## src/rtl/nios_ii_csum_pkg.sv

```systemverilog
// Shared opcodes and FSM state type for the Nios II ones'-complement checksum
// custom instruction.
package nios_ii_csum_pkg;

    localparam logic [2:0] OP_CLEAR    = 3'd0;
    localparam logic [2:0] OP_ACC32    = 3'd1;
    localparam logic [2:0] OP_ACC_TAIL = 3'd2;
    localparam logic [2:0] OP_FINALIZE = 3'd3;
    localparam logic [2:0] OP_READ     = 3'd4;

    typedef enum logic [1:0] {
        IDLE = 2'd0,
        ADD0 = 2'd1,
        ADD1 = 2'd2,
        DONE = 2'd3
    } csum_state_e;

endpackage

```

## src/rtl/nios_ii_oc_add16.sv

```systemverilog
// 16-bit ones'-complement adder with end-around carry. Folding the carry back
// in once is enough: a 17-bit sum of two 16-bit values cannot carry twice.
module nios_ii_oc_add16 (
    input  logic [15:0] a,
    input  logic [15:0] b,
    output logic [15:0] sum
);

    logic [16:0] raw_sum;

    assign raw_sum = {1'b0, a} + {1'b0, b};
    assign sum     = raw_sum[15:0] + {15'b0, raw_sum[16]};

endmodule

```

## src/rtl/nios_ii_csum_accumulator.sv

```systemverilog
// Nios II multi-cycle custom instruction accumulating an Internet-style
// ones'-complement checksum over little-endian memory words.
module nios_ii_csum_accumulator
    import nios_ii_csum_pkg::*;
(
    input  logic        ncs_clk,
    input  logic        ncs_reset_n,
    input  logic        ncs_clk_en,
    input  logic        ncs_start,
    input  logic [2:0]  ncs_n,
    input  logic [31:0] ncs_dataa,
    input  logic [31:0] ncs_datab,
    output logic        ncs_done,
    output logic [31:0] ncs_result
);

    csum_state_e state_reg, state_next;
    logic [2:0]  op_reg, op_next;
    logic [31:0] data_reg, data_next;
    logic [15:0] acc_reg, acc_next;
    logic [31:0] result_reg, result_next;

    logic [1:0][15:0] half_word;
    logic [15:0]      tail_word;
    logic [15:0]      add_operand;
    logic [15:0]      add_sum;
    logic             datab_unused;

    assign datab_unused = ^ncs_datab;

    // Memory bytes are little-endian; the checksum works on network-order halfwords.
    generate
        for (genvar gi = 0; gi < 2; gi++) begin : g_lane_swap
            assign half_word[gi] = {data_reg[16*gi +: 8], data_reg[16*gi+8 +: 8]};
        end
    endgenerate

    assign tail_word = {data_reg[7:0], 8'h00};

    always_comb begin
        add_operand = half_word[0];
        if (state_reg == ADD1) begin
            add_operand = (op_reg == OP_ACC_TAIL) ? tail_word : half_word[1];
        end
    end

    nios_ii_oc_add16 u_add (
        .a   (acc_reg),
        .b   (add_operand),
        .sum (add_sum)
    );

    always_comb begin
        state_next  = state_reg;
        op_next     = op_reg;
        data_next   = data_reg;
        acc_next    = acc_reg;
        result_next = result_reg;

        case (state_reg)
            IDLE: begin
                if (ncs_start) begin
                    op_next   = ncs_n;
                    data_next = ncs_dataa;
                    case (ncs_n)
                        OP_ACC32:    state_next = ADD0;
                        OP_ACC_TAIL: state_next = ADD1;
                        OP_CLEAR: begin
                            acc_next    = 16'h0000;
                            result_next = 32'h0000_0000;
                            state_next  = DONE;
                        end
                        OP_FINALIZE: begin
                            result_next = {16'h0000, ~acc_reg};
                            state_next  = DONE;
                        end
                        default: begin
                            // READ and the reserved opcodes 5-7
                            result_next = {16'h0000, acc_reg};
                            state_next  = DONE;
                        end
                    endcase
                end
            end
            ADD0: begin
                acc_next   = add_sum;
                state_next = ADD1;
            end
            ADD1: begin
                acc_next    = add_sum;
                result_next = {16'h0000, add_sum};
                state_next  = DONE;
            end
            DONE: begin
                state_next = IDLE;
            end
            default: begin
                state_next = IDLE;
            end
        endcase
    end

    // Reset wins over clk_en; otherwise clk_en low freezes every register.
    always_ff @(posedge ncs_clk) begin
        if (!ncs_reset_n) begin
            state_reg  <= IDLE;
            op_reg     <= OP_CLEAR;
            data_reg   <= 32'h0000_0000;
            acc_reg    <= 16'h0000;
            result_reg <= 32'h0000_0000;
        end else if (ncs_clk_en) begin
            state_reg  <= state_next;
            op_reg     <= op_next;
            data_reg   <= data_next;
            acc_reg    <= acc_next;
            result_reg <= result_next;
        end
    end

    assign ncs_done   = (state_reg == DONE);
    assign ncs_result = result_reg;

endmodule

```

## config.mk

```make
export PLATFORM = sky130hd
export DESIGN_NAME = nios_ii_csum_accumulator
export DESIGN_NICKNAME = d
export VERILOG_FILES = /design/src/rtl/nios_ii_csum_pkg.sv /design/src/rtl/nios_ii_oc_add16.sv /design/src/rtl/nios_ii_csum_accumulator.sv
export SDC_FILE = /design/constraint.sdc
export NUM_CORES = 1
export LEC_CHECK = 0
export CORE_MARGIN = 2
export CORE_UTILIZATION = 45
export CTS_CLUSTER_SIZE = 10
export DETAILED_ROUTE_END_ITERATION = 16
export PLACE_DENSITY_LB_ADDON = 0.1
export REMOVE_ABC_BUFFERS = 1
export SLEW_MARGIN = 30
export SYNTH_ARGS = -nofsm -noshare
export SYNTH_HDL_FRONTEND = slang
export SYNTH_SLANG_ARGS = --single-unit
```

## constraint.sdc

```tcl
create_clock -name ncs_clk -period 5.3 [get_ports ncs_clk]
set_input_delay 1.325 -clock ncs_clk [delete_from_list [all_inputs] [get_ports ncs_clk]]
set_output_delay 1.325 -clock ncs_clk [all_outputs]
set_load 0.01 [all_outputs]
```

==> results.txt, run 1 <==
----------------------------------------------------
[Route]
  Antenna-violating nets left ... 0
  Via count normalized by instance count ... 5.40
  Drt first pass iters ... 4
  Vias ... 4160
  Routed wirelength normalized by instance count ... 14.3 um
  DRC viols ... 0
  1st-iter DRT viols ... 169
  Routed wire length ... 11000 um

[Run]
  Max capacitance violation total ... 0

[Placed design]
  DPL Wire Length ... 8050 um
  Last weighted congestion value of the routability-driven placer ... 0.929
  Count of port buffers added during placement ... 55
  Post-Place Worst Slack ... 0.101 ns

[Critical path]
  Worst flop-to-flop path endpoint ... ncs_result[12]$_SDFFE_PN0P_
  R2R depth ... 25
  Setup slack of the worst register-to-register path ... 0.32 ns
  Kind of critical path ... register to register
  Kind of end point of the critical path ... register
  Critical register-to-register path startpoint ... state_reg[0]$_SDFFE_PN0P_
  Worst setup path start ... state_reg[0]$_SDFFE_PN0P_
  Signal arrival time at the worst endpoint ... 5.27 ns
  Critical path launch point type ... register
  Critical path required time ... 5.59 ns
  Largest driver fanout on the critical path ... 7

[Logic synthesis]
  EDFF count, synth ... 0
  Leading register cell type out of synthesis ... sky130_fd_sc_hd__dfxtp_1
  Synth warn ... 0
  Synth cell types ... 65
  Synthesized instance count ... 584
  Register bit count reported by yosys ... 69
  Mean Syn Cell Area ... 8.07 um2
  Async set or reset register ratio after synthesis ... 0%
  Netlist area before placement ... 4710 um2
  Part of the Yosys area used for sequential elements ... 29.3%

[STA]
  Relative slew slack ... 44.0%
  Number of pins exceeding their max-slew limit in the final report ... 0
  Achievable clock frequency ... 0.201 GHz
  Max Clock Skew ... 0.0140 ns
  Time the final worst path needs with I/O delays and setup ... 4.98 ns
  Total count of hold-check failures in the final report ... 0
  Setup TNS ... 0 ns
  Unrepaired setup endpoints after global routing ... no
  Worst-case setup margin in the final layout ... 0.317 ns
  Ratio of final minimum period to clock period ... 94.0%
  Transition time at the pin with the least slew margin ... 0.826 ns
  Setup violations, final ... 0

[CTS]
  TritonCTS buffer count ... 9
  Clock root buffer ... sky130_fd_sc_hd__clkbuf_8
  Clock tree from TritonCTS ... yes
  CTS clk-pin slew, worst paths ... 0.08 ns
  Max Buffers Root-to-Sink ... 2
  Depth of the CTS H-tree ... 3
  Clock latency reported for the late side of the worst-skew pair ... 0.35 ns
  Number of sinks on the clock net ... 69
  CTS Hold Bufs ... 0

[Pwr]
  Power density over the cells ... 219 nW/um2
  Total chip power ... 1210 uW
  Maximum resistive drop on vdd ... 0.000118 V
  Static Leakage ... 0.00216 uW

[Die]
  Effective utilization at floorplan ... 46.0%
  Count of standard-cell rows ... 37
  Die W ... 106 um
  Die Outline Area ... 11300 um2
  Chip Height ... 106 um
  I/O pin count ... 104
  Area of the core region ... 10200 um2

[Outcome]
  Outcome ... completed

[Cells and area]
  ANT cells ... 0
  Leading cell type in the layout, fill and taps excluded ... sky130_fd_sc_hd__nand2_1
  Proportion of layout cells with a drive suffix above 1 ... 13.4%
  Commonest cells after routing, fill and taps aside ... sky130_fd_sc_hd__nand2_1 (107), sky130_fd_sc_hd__dfxtp_1 (67), sky130_fd_sc_hd__clkdlybuf4s50_1 (54)
  Post-synthesis to final-layout area growth ... 17.6%
  Post-layout net count ... 727
  Number of flip-flops in the largest register ... 32
  Number of filler instances in the final layout ... 983

[Hold path]
  Worst hold endpoint ... data_reg[31]$_SDFFE_PN0P_
  HP Start ... data_reg[31]$_SDFFE_PN0P_
  Min-Delay Path Depth ... 2
  Class of the most critical hold timing path ... register to register

[GRT]
  Global routing usage on met2 ... 32.0%
  Routing usage on met3 ... 3.00%
  Most Used Layer, Global Route ... met2
  Maximum number of pins on one net before global-route repair ... 37
  Global routing usage on met1 ... 27.4%
  Total congestion overflow after global routing ... 0
  Global-route wire length before repair ... 18200 um
  Vias in the first global route ... 3789
  Number of antenna violations at the first check in global routing ... 0
  All-layer global routing usage ... 19.8%

----------------------------------------------------
## critical path, cell delays in order, from the launching register on
cell and delay [ns]:
sky130_fd_sc_hd__dfxtp_2 0.34, sky130_fd_sc_hd__inv_1 0.08, sky130_fd_sc_hd__ha_1 0.17, sky130_fd_sc_hd__inv_1 0.10, sky130_fd_sc_hd__nor2_2 0.12, sky130_fd_sc_hd__buf_4 0.15, sky130_fd_sc_hd__a22o_1 0.18, sky130_fd_sc_hd__ha_2 0.19
sky130_fd_sc_hd__inv_1 0.05, sky130_fd_sc_hd__fa_2 0.35, sky130_fd_sc_hd__nand3b_1 0.22, sky130_fd_sc_hd__a2111o_1 0.50, sky130_fd_sc_hd__a211oi_2 0.28, sky130_fd_sc_hd__o31ai_1 0.10, sky130_fd_sc_hd__nand2b_1 0.10, sky130_fd_sc_hd__a21o_1 0.13
sky130_fd_sc_hd__a21o_1 0.14, sky130_fd_sc_hd__ha_2 0.21, sky130_fd_sc_hd__ha_2 0.21, sky130_fd_sc_hd__nand2_2 0.08, sky130_fd_sc_hd__nor4_4 0.37, sky130_fd_sc_hd__nand4_1 0.19, sky130_fd_sc_hd__xnor2_2 0.23, sky130_fd_sc_hd__nor2_1 0.06
sky130_fd_sc_hd__o31ai_1 0.22, sky130_fd_sc_hd__and2_1 0.15
## cell families after synthesis
logic type	Yosys count	share of synthesized area [%]
AOI/OAI and AO/OA	159	25.0
xor gates and xnor gates	22	4.09
adders and majority gates	24	6.53
buffers and inverters	69	7.92
DFF	69	29.3
muxes	24	5.71
other	1	0.0796
and+or+nand+nor	216	21.3
## routing by layer
| metal | part of all wire, % | up-vias |
|---|---|---|
| met5 | 0 | - |
| li1 | - | 2119 |
| met3 | 3.9 | 11 |
| met2 | 45 | 83 |
| met1 | 50 | 1947 |
| met4 | 1.0 | 0 |
## through the flow
step | cells | area, um2 | utilization, % | hold slack (ns)
2_1_floorplan | 546 | 4450 | - | 0.439
3_3_place_gp | 751 | 5280 | 51.6 | 0.451
3_5_place_dp | 751 | 5280 | 51.6 | 0.458
4_1_cts | 764 | 5430 | 53.1 | 0.467
5_1_grt | 770 | 5540 | 54.2 | 0.490
6_report | 770 | 5540 | 54.2 | 0.463
## cells in the mapped netlist (4+ instances only)
library cell	instances	share of area, %
sky130_fd_sc_hd__a21oi_1	19	2.0
sky130_fd_sc_hd__a22o_1	8	1.5
sky130_fd_sc_hd__buf_4	17	2.7
sky130_fd_sc_hd__nand2_1	108	8.6
sky130_fd_sc_hd__a21o_1	8	1.3
sky130_fd_sc_hd__nor2_1	33	2.6
sky130_fd_sc_hd__nand3_1	16	1.7
sky130_fd_sc_hd__a221o_1	5	1.1
sky130_fd_sc_hd__a22oi_1	10	1.6
sky130_fd_sc_hd__inv_1	16	1.3
sky130_fd_sc_hd__o31ai_1	4	0.64
sky130_fd_sc_hd__xor2_1	10	1.9
sky130_fd_sc_hd__clkbuf_1	28	2.2
sky130_fd_sc_hd__a221oi_1	10	1.9
sky130_fd_sc_hd__a211oi_1	6	0.96
sky130_fd_sc_hd__a21boi_0	41	6.5
sky130_fd_sc_hd__xnor2_1	12	2.2
sky130_fd_sc_hd__o21ai_0	21	2.2
sky130_fd_sc_hd__dfxtp_1	69	29
sky130_fd_sc_hd__mux2_2	23	5.5
sky130_fd_sc_hd__and2_1	16	2.1
sky130_fd_sc_hd__ha_1	23	6.1
sky130_fd_sc_hd__nor3_1	4	0.42
sky130_fd_sc_hd__nor2b_1	14	1.9
## cell type report
type / instances / area, um2 / area share, %
clock buffers: 10 / 138 / 2.48
clock inverters: 3 / 15.0 / 0.271
flip-flops and latches: 69 / 1380 / 25.0
multi-input cells: 461 / 3080 / 55.5
inverters: 16 / 60.1 / 1.08
repair buffers: 75 / 699 / 12.6
well taps: 136 / 170 / 3.07
## power breakdown
part,internal (uW),switching (uW),total (uW)
sequential,543,12.2,555
clock,172,197,370
combinational,130,160,290
## worst max-delay path by stage
stage / slack [ns] / to / cells after the start
floorplan: -0.37 / ncs_result[14]$_SDFFE_PN0P_ / 24
global placement: 0.09 / ncs_result[14]$_SDFFE_PN0P_ / 25
detailed placement: 0.10 / ncs_result[14]$_SDFFE_PN0P_ / 25
CTS: 0.04 / ncs_result[14]$_SDFFE_PN0P_ / 25
global route: 0.003 / ncs_result[12]$_SDFFE_PN0P_ / 25
finish: 0.32 / ncs_result[12]$_SDFFE_PN0P_ / 25
## repair_timing
| action | in CTS | in global routing |
|---|---|---|
| gates resized for setup | 0 | 17 |
| setup buffers | 0 | 6 |
| setup endpoints to repair | 0 | 13 |
No activity file was read; power rests on OpenSTA's default activity.
==> run 2: changes to the inputs <==
--- a/config.mk
+++ b/config.mk
@@ -5,6 +5,7 @@
 export SDC_FILE = /design/constraint.sdc
 export NUM_CORES = 1
 export LEC_CHECK = 0
+export CAP_MARGIN = 20
 export CORE_MARGIN = 2
 export CORE_UTILIZATION = 45
 export CTS_CLUSTER_SIZE = 10
==> results of run 2 <==
The final DEF is identical to that of run 1; final timing and power are the same.
